### config.mk
export PLATFORM = sky130hd
export DESIGN_NAME = led_pattern_gen
export DESIGN_NICKNAME = d
export VERILOG_FILES = /design/src/rtl/led_pkg.sv /design/src/rtl/led_tick_gen.sv /design/src/rtl/led_pattern_gen.sv
export SDC_FILE = /design/constraint.sdc
export NUM_CORES = 1
export LEC_CHECK = 0
export BUFFER_PORTS_ARGS = -buffer_cell sky130_fd_sc_hd__buf_4
export CORE_MARGIN = 2
export CORE_UTILIZATION = 40
export DETAILED_ROUTE_END_ITERATION = 10
export SYNTH_ARGS = -nofsm -noshare
export SYNTH_HDL_FRONTEND = slang
export SYNTH_SLANG_ARGS = --single-unit
### constraint.sdc
create_clock -name clk -period 4 [get_ports clk]
set_input_delay 0.4 -clock clk [delete_from_list [all_inputs] [get_ports clk]]
set_output_delay 0.4 -clock clk [all_outputs]
set_load 0.02 [all_outputs]
### src/rtl/led_pkg.sv
// rtl/led_pkg.sv - shared mode encodings for the LED pattern generator
package led_pkg;

  typedef enum logic [2:0] {
    MODE_ROT_DOWN = 3'd0,
    MODE_ROT_UP   = 3'd1,
    MODE_FILL     = 3'd2,
    MODE_DRAIN    = 3'd3,
    MODE_BOUNCE   = 3'd4,
    MODE_BLINK    = 3'd5,
    MODE_RSVD6    = 3'd6,
    MODE_RSVD7    = 3'd7
  } led_mode_e;

  localparam int MODE_W = 3;

endpackage

### src/rtl/led_tick_gen.sv
// rtl/led_tick_gen.sv - pattern-step tick counter with one-cycle tick pulse
module led_tick_gen #(
  parameter int TICK_CYCLES = 20_000_000
) (
  input  logic clk,
  input  logic rst_n,
  output logic tick_o
);

  localparam int CW = (TICK_CYCLES > 1) ? $clog2(TICK_CYCLES) : 1;
  localparam logic [CW-1:0] LAST      = CW'(TICK_CYCLES - 1);
  localparam logic [CW-1:0] PRE_LAST  = CW'(TICK_CYCLES - 2);

  logic [CW-1:0] cnt;

  // Count 0..TICK_CYCLES-1; tick_o is registered one count early so it is high exactly while cnt == LAST
  always_ff @(posedge clk or negedge rst_n) begin
    if (!rst_n) begin
      cnt    <= '0;
      tick_o <= 1'b0;
    end else begin
      if (cnt == LAST) cnt <= '0;
      else             cnt <= cnt + 1'b1;
      tick_o <= (cnt == PRE_LAST);
    end
  end

endmodule

### src/rtl/led_pattern_gen.sv
// rtl/led_pattern_gen.sv - LED pattern sequencer with PWM brightness control
module led_pattern_gen
  import led_pkg::*;
#(
  parameter int LED_NUM     = 4,
  parameter int TICK_CYCLES = 20_000_000,
  parameter int PWM_BITS    = 8
) (
  input  logic                clk,
  input  logic                rst_n,
  input  logic [MODE_W-1:0]   mode,
  input  logic [PWM_BITS-1:0] brightness,
  output logic [LED_NUM-1:0]  led,
  output logic                tick_o
);

  localparam logic [LED_NUM-1:0] ONE_LSB  = {{(LED_NUM-1){1'b0}}, 1'b1};
  localparam logic [LED_NUM-1:0] ONE_MSB  = {1'b1, {(LED_NUM-1){1'b0}}};
  localparam logic [LED_NUM-1:0] ALL_ONES = {LED_NUM{1'b1}};

  led_mode_e            mode_in;
  led_mode_e            mode_q;
  logic [LED_NUM-1:0]   pattern;
  logic                 dir_up;
  logic [PWM_BITS-1:0]  pwm_cnt;
  logic                 pwm_on;
  logic [LED_NUM-1:0]   init_pat;
  logic [LED_NUM-1:0]   step_pat;
  logic                 step_dir;

  assign mode_in = led_mode_e'(mode);
  assign pwm_on  = (pwm_cnt < brightness);

  led_tick_gen #(
    .TICK_CYCLES(TICK_CYCLES)
  ) u_tick (
    .clk   (clk),
    .rst_n (rst_n),
    .tick_o(tick_o)
  );

  // Starting pattern for the mode currently on the input pins
  always_comb begin
    init_pat = '0;
    case (mode_in)
      MODE_ROT_DOWN: init_pat = ONE_MSB;
      MODE_ROT_UP:   init_pat = ONE_LSB;
      MODE_FILL:     init_pat = '0;
      MODE_DRAIN:    init_pat = ALL_ONES;
      MODE_BOUNCE:   init_pat = ONE_LSB;
      MODE_BLINK:    init_pat = ALL_ONES;
      default:       init_pat = '0;
    endcase
  end

  // One step of the active mode; bounce flips direction as the lit bit lands on an end
  always_comb begin
    step_pat = pattern;
    step_dir = dir_up;
    case (mode_q)
      MODE_ROT_DOWN: step_pat = {pattern[0], pattern[LED_NUM-1:1]};
      MODE_ROT_UP:   step_pat = {pattern[LED_NUM-2:0], pattern[LED_NUM-1]};
      MODE_FILL:     step_pat = (pattern == ALL_ONES) ? '0 : {pattern[LED_NUM-2:0], 1'b1};
      MODE_DRAIN:    step_pat = (pattern == '0) ? ALL_ONES : {1'b0, pattern[LED_NUM-1:1]};
      MODE_BOUNCE: begin
        if (dir_up) begin
          step_pat = pattern << 1;
          if (pattern[LED_NUM-2]) step_dir = 1'b0;
        end else begin
          step_pat = pattern >> 1;
          if (pattern[1]) step_dir = 1'b1;
        end
      end
      MODE_BLINK:    step_pat = ~pattern;
      default:       step_pat = '0;
    endcase
  end

  // Pattern state machine, free-running PWM counter and registered LED drive
  always_ff @(posedge clk or negedge rst_n) begin
    if (!rst_n) begin
      mode_q  <= MODE_ROT_DOWN;
      pattern <= ONE_MSB;
      dir_up  <= 1'b1;
      pwm_cnt <= '0;
      led     <= '0;
    end else begin
      pwm_cnt <= pwm_cnt + 1'b1;
      led     <= pattern & {LED_NUM{pwm_on}};
      if (tick_o) begin
        if (mode_in != mode_q) begin
          mode_q  <= mode_in;
          pattern <= init_pat;
          dir_up  <= 1'b1;
        end else begin
          pattern <= step_pat;
          dir_up  <= step_dir;
        end
      end
    end
  end

endmodule

==> summary.md, run 1 <==
| Metric | Value |
|---|---|
| Reg-to-reg critical path startpoint | `u_tick.cnt[19]` |
| Primary flip-flop cell chosen by synthesis mapping | `dfrtp_1` |
| Setup-violating endpoint count in the final report | `0` |
| Clk sinks | `46` |
| Post-CTS setup-driven buffer insertion count | `0` |
| Number of buffers created by CTS | `5` |
| Synth warnings | `0` |
| Post-detailed-route DRC marker count | `0` |
| CTS tree | `built` |
| Syn nets | `270` |
| Slew at the pin closest to its max-slew limit | `~830 ps` |
| Global route overflow | `0` |
| Met1 track demand over resource in global routing | `0.1692` |
| Register-to-Register Path Depth | `5` |
| Final min period | `2068 ps` |
| Share of the clock period used by the worst path | `0.5170` |
| Power after layout | `0.8499 mW` |
| Critical Path End Type | `register` |
| Number of antenna violations at the first check in global routing | `0` |
| CTS max path bufs | `2` |
| Average wire per standard cell | `roughly 13 um` |
| Power per cell area | `301.8 mW/mm^2` |
| Layout filler cell count | `560` |
| Setup CP Type | `register to register` |
| Rel. slew slack | `0.4443` |
| Cell Area, Synth | `between 0.002 and 0.003 mm^2` |
| Pin count of the biggest net entering global routing | `47` |
| Critical-path maximum fanout | `11` |
| Global-route wire length before repair | `7569 um` |
| Area growth from synthesis to layout | `11.77%` |
| Yosys reg bits | `46` |
| Share of synthesized area occupied by flip-flops and latches | `0.4578` |
| Vias after detailed routing | `1827` |
| Count of mapped cells out of synthesis | `247` |
| Distinct cells, synth | `48` |
| Buffers on Ports | `17` |
| Leading cell type in the layout, fill and taps excluded | `dfrtp_1` |
| Antenna diode count | `0` |
| Clock-pin slew on the worst setup and hold paths | `90 ps` |
| Final setup TNS | `0 ps` |
| Leading cell types in the layout, fill and taps excluded | `dfrtp_1, nor2_1, xor2_1` |
| Kind of start point of the critical path | `register` |
| Total Wirelength | `about 4500 um` |
| Antenna-violating nets left | `0` |
| DRT iter0 DRCs | `approximately 110` |
| Total global-route track usage | `0.1321` |
| Async SR Flop Fraction | `1.000` |
| Clock insertion delay at the later pin of the skew report | `about 300 ps` |
| Floorplan core area | `0.005991 mm^2` |
| Endpoint of the most critical register-to-register path | `u_tick.cnt[21]` |
| Syn Area/Cell | `10.20 um^2` |
| Highest ir drop seen on vdd | `0.2317 mV` |
| Unrepaired setup endpoints after global routing | `false` |
| Outcome | `complete, no violations` |
| Most congested layer reported by global routing | `met2` |
| Leakage power total | `1.367 nW` |
| CP required | `4150 ps` |
| Number of search-and-repair iterations in the first detailed-routing pass | `5` |
| Number of pins exceeding their max-slew limit in the final report | `0` |
| Number of placement rows | `28` |
| Cell at the root of the clock tree | `clkbuf_8` |
| Endpoints failing hold | `0` |
| Class of the worst hold path | `input pin to async pin` |
| Width of the chip | `83.37 um` |
| Number of maximum-capacitance constraint violations | `0` |
| Via count of the first global-routing pass | `roughly 1700` |
| Final GP Congestion | `~0.76` |
| Number of nets in the layout | `approximately 290` |
| Number of hold buffers added after cts | `0` |
| Clock Skew | `roughly 13 ps` |
| Share of layout cells above drive strength 1 | `0.1509` |
| Vertical die dimension | `83.37 um` |
| Detail-routed via count per cell | `5.374` |
| Initial Util | `0.4206` |
| # resized after CTS | `0` |
| Die area | `0.006951 mm^2` |
| Worst-case register-to-register setup slack | `1930 ps` |
| Top Ports | `18` |
| GRT met3 Usage | `0.04672` |
| Number of H-tree levels | `2` |
| Max Clk Rate | `483.5 MHz` |
| EDFF count, synth | `0` |
| Critical path arrival | `2220 ps` |
| HPWL after DPL | `~3100 um` |
| Met2 Usage GRT | `0.2097` |
-- sequential cells by signal (all words and copies together) (netlist names) --
signal,flops
pattern,4
mode_q,3
pwm_cnt,8
dir_up,1
u_tick.tick_o,1
led,4
u_tick.cnt,25
-- Yosys cell counts (all sizes together), types with 2 or more instances --
cell type | n | share of area
nand2 | 16 | 0.024
nor3b | 2 | 0.0060
a21oi | 6 | 0.012
dfrtp | 44 | 0.44
o221ai | 2 | 0.0070
a311oi | 2 | 0.0070
buf | 3 | 0.0079
dfstp | 2 | 0.021
nor2 | 25 | 0.037
o21ai | 7 | 0.014
xnor2 | 11 | 0.038
nor4 | 2 | 0.013
nand2b | 4 | 0.0099
nor2b | 2 | 0.0060
inv | 13 | 0.019
o21a | 7 | 0.021
a211oi | 2 | 0.0060
and3 | 9 | 0.022
clkbuf | 4 | 0.0060
nand4 | 11 | 0.039
and4 | 2 | 0.0089
nor4b | 2 | 0.0070
nor3 | 6 | 0.018
xor2 | 20 | 0.070
ha | 10 | 0.050
nand3b | 2 | 0.0060
or2 | 2 | 0.0050
nand3 | 12 | 0.024
or3 | 2 | 0.0050
mux2 | 3 | 0.013
a31oi | 3 | 0.0074
-- layer usage --
| layer | share of wire | routed length, um |
|---|---|---|
| met5 | 0 | 0 |
| met4 | 0.0089 | 40 |
| met3 | 0.052 | 232 |
| met2 | 0.45 | 2024 |
| met1 | 0.49 | 2184 |
-- cell type report --
class                      instances  area (um^2)  share of cell area
clock inverter                     2        37.54             0.01333
inverter                          13        48.80             0.01733
sequential                        46         1154              0.4096
tap                               75        93.84             0.03332
timing repair buffer              17        127.6             0.04531
multi-input combinational        181         1282              0.4554
clock buffer                       6        72.57             0.02577
-- through the flow --
stage	instance area [um^2]	util	worst slack, ps	instances	hold WS, ps
floorplan	2520	-	2467	247	104.4
global placement	2706	0.4518	1948	332	432.1
detailed placement	2706	0.4518	1910	332	440.5
CTS	2816	0.4701	1903	340	96.90
global route	2816	0.4701	1742	340	130.4
finish	2816	0.4701	1932	340	77.89
-- report_power, final --
group	switching (mW)	internal [mW]
combinational	0.0216	0.0161
sequential	0.000217	0.466
clock	0.160	0.187
-- worst max-delay path, stage by stage, from the launching register on --
cell and delay, ps:
dfrtp_1 400, or4_1 510, nor2_1 140, nand4_1 100, nor2_1 650, nor3b_1 130
-- worst max path at each step --
| stage | from | to | cells after the start |
|---|---|---|---|
| after floorplan | u_tick.cnt[19] | u_tick.cnt[11] | 6 |
| after global placement | u_tick.cnt[19] | u_tick.cnt[21] | 5 |
| after detailed placement | u_tick.cnt[0] | u_tick.cnt[21] | 5 |
| after CTS | u_tick.cnt[0] | u_tick.cnt[21] | 5 |
| after global routing | u_tick.cnt[0] | u_tick.cnt[16] | 5 |
| final | u_tick.cnt[19] | u_tick.cnt[21] | 5 |
-- cell families after synthesis --
| logic type | Yosys count | share of synthesized area |
|---|---|---|
| flip-flops | 46 | 0.4578 |
| buffers and inverters | 20 | 0.03326 |
| XOR/XNOR | 31 | 0.1077 |
| AO/OA/AOI/OAI | 34 | 0.09285 |
| multiplexers | 4 | 0.01738 |
| adder cells (fa/ha/maj) | 10 | 0.04965 |
| AND/OR/NAND/NOR | 102 | 0.2413 |
(Power assumes the default switching activity.)
==> run 2: changes to the inputs <==
- clock period: 4 -> 1.9 ns (I/O delays scaled with it)
==> summary.md, run 2 (synthesis gave the netlist of run 1 again) <==
| Metric | Value |
|---|---|
| Critical-path maximum fanout | `11 (unchanged)` |
| Total global-route track usage | `0.1336 (+0.001554)` |
| Kind of start point of the critical path | `register` |
| Buffers on Ports | `17 (unchanged)` |
| Core occupancy in the finished layout | `0.4743 (+0.004177)` |
| HPWL after DPL | `3120 um (-0.22%)` |
| Hold endpoint | `mode_q[1]` |
| Final non-filler cell area | `0.002841 mm^2 (+0.89%)` |
| Final Instance Count excl. Fillers | `343 (+0.88%)` |
| Power after layout | `1.786 mW (+110%)` |
| CTS tree | `built` |
| Floorplan core area | `0.005991 mm^2 (unchanged)` |
| Setup-violating endpoint count in the final report | `0 (unchanged)` |
| CP required | `2080 ps (-2070 ps)` |
| Post-CTS setup-driven buffer insertion count | `0 (unchanged)` |
| Highest signal layer in the routed design | `met4` |
| Dpl cell area | `0.002721 mm^2 (+0.55%)` |
| Detailed route wirelength on metal2 | `2067 um (+2.1%)` |
| Detail-routed via count per cell | `5.227 (-2.7%)` |
| Width of the chip | `83.37 um (unchanged)` |
| Leading cell types in the layout, fill and taps excluded | `dfrtp_1, nor2_1, xor2_1` |
| Antenna diode count | `0 (unchanged)` |
| Number of buffers created by CTS | `5 (unchanged)` |
| Sum of met3 wire segment lengths after detailed routing | `132 um (-43%)` |
| Cell at the root of the clock tree | `clkbuf_8` |
| Die area | `0.006951 mm^2 (unchanged)` |
| Total Wirelength | `4381 um (-2.2%)` |
| Share of the clock period used by the worst path | `0.8943 (+0.3773)` |
| Final GP Congestion | `0.8237 (+8.3%)` |
| # resized after CTS | `0 (unchanged)` |
| CTS max path bufs | `2 (unchanged)` |
| Rel. slew slack | `0.6200 (+0.1757)` |
| Power per cell area | `628.7 mW/mm^2 (+110%)` |
| Average wire per standard cell | `12.77 um (-3.1%)` |
| Max Clk Rate | `588.5 MHz (+22%)` |
| Unrepaired setup endpoints after global routing | `false` |
| Number of nets in the layout | `290 (+1.0%)` |
| Setup CP Type | `register to register` |
| Number of placement rows | `28 (unchanged)` |
| Most flops, register | `u_tick.cnt` |
| Post-detailed-route DRC marker count | `0 (unchanged)` |
| Global-route wire length before repair | `7672 um (+1.4%)` |
| Area growth from synthesis to layout | `12.76%` |
| Top Ports | `18 (unchanged)` |
| Register-to-Register Path Depth | `6 (+1)` |
| Worst-case register-to-register setup slack | `200 ps (-1730 ps)` |
| Vertical die dimension | `83.37 um (unchanged)` |
| WL met1 | `2149 um (-1.6%)` |
| Max reg flops | `25 (unchanged)` |
| DRT iter0 DRCs | `102 (-5.6%)` |
| Dpl cells | `334 (+0.60%)` |
| Number of hold buffers added after cts | `1 (+1)` |
| Leading cell type in the layout, fill and taps excluded | `dfrtp_1` |
| Endpoints failing hold | `0 (unchanged)` |
| Critical path arrival | `1880 ps (-340 ps)` |
| Clock insertion delay at the later pin of the skew report | `300 ps (about the same)` |
| Share of layout cells above drive strength 1 | `0.1567 (+0.005773)` |
| Final min period | `1699 ps (-368.9 ps)` |
| Vias after detailed routing | `1793 (-1.9%)` |
| Slew at the pin closest to its max-slew limit | `570.0 ps (-260.5 ps)` |
| Class of the worst hold path | `input pin to register` |
| Number of search-and-repair iterations in the first detailed-routing pass | `4 (-1)` |
| Reg-to-reg critical path startpoint | `u_tick.cnt[19]` |
| Number of maximum-capacitance constraint violations | `0 (unchanged)` |
| Highest ir drop seen on vdd | `0.3947 mV (+70%)` |
| Clk sinks | `46 (unchanged)` |
| Largest registers | `u_tick.cnt (25), pwm_cnt (8)` |
| Number of pins exceeding their max-slew limit in the final report | `0 (unchanged)` |
| Pin count of the biggest net entering global routing | `47 (unchanged)` |
| Global route overflow | `0 (unchanged)` |
| Number of antenna violations at the first check in global routing | `0 (unchanged)` |
| Critical Path End Type | `register` |
| Antenna-violating nets left | `0 (unchanged)` |
| Endpoint of the most critical register-to-register path | `u_tick.cnt[21]` |
| Outcome | `complete, no violations` |
| Leakage power total | `1.382 nW (+1.1%)` |
| Number of H-tree levels | `2 (unchanged)` |
| Worst min-delay path startpoint | `mode[1]` |
| Depth of the worst hold-timing path | `2` |
| Clock-pin slew on the worst setup and hold paths | `100 ps (about the same)` |
| Via count of the first global-routing pass | `1712 (+2.6%)` |
| Final setup TNS | `0 ps (unchanged)` |
| Initial Util | `0.4206 (unchanged)` |
| Clock Skew | `13.70 ps (+1.147 ps)` |
[run 2: cell types whose count changed in the layout (fill, tap and decap cells not counted), sizes merged]
cell and change:
dlygate4sd3 +1, buf +2
[run 2: routing by layer]
layer | up-vias | track usage
li1 | 908 | -
met1 | 861 | 0.1745
met4 | 0 | 0.02683
met3 | 4 | 0.03579
met2 | 20 | 0.2236
met5 | - | 0
[run 2: report_power, final]
| group | internal, mW | total [mW] | switching [mW] |
|---|---|---|---|
| registers | 0.980 | 0.981 | 0.000475 |
| clock network | 0.393 | 0.724 | 0.331 |
| logic | 0.0354 | 0.0812 | 0.0458 |
| total | 1.41 | 1.79 | 0.378 |
[run 2: area by class of cell]
cell class	instances	area (um^2)
timing repair buffer	20	152.6
sequential	46	1154
multi-input combinational	181	1282
clock inverter	2	37.54
clock buffer	6	72.57
inverter	13	48.80
tap	75	93.84
fill	571	3149
[run 2: how the worst max path moves through the flow]
stage / from / end / slack, ps / cells after the start
after floorplan: u_tick.cnt[19] / u_tick.cnt[13] / 370 / 6
after global placement: u_tick.cnt[19] / u_tick.cnt[21] / 210 / 6
after detailed placement: u_tick.cnt[19] / u_tick.cnt[21] / 230 / 6
after CTS: u_tick.cnt[19] / u_tick.cnt[21] / 190 / 6
after global routing: u_tick.cnt[19] / u_tick.cnt[5] / 90 / 6
final: u_tick.cnt[19] / u_tick.cnt[21] / 200 / 6
[run 2: stage by stage]
step	worst slack (ps)	hold slack [ps]
finish	200.8	188.4
global route	88.19	194.1
CTS	186.9	188.6
detailed placement	227.1	230.9
global placement	214.3	232.1
floorplan	366.8	-105.6
[run 2: critical path, stage by stage, from the launching register on]
cell and delay [ps]:
dfrtp_1 410, or4_1 540, nor2_1 160, nand4_1 110
nor2_1 110, buf_4 190, nor3b_1 70
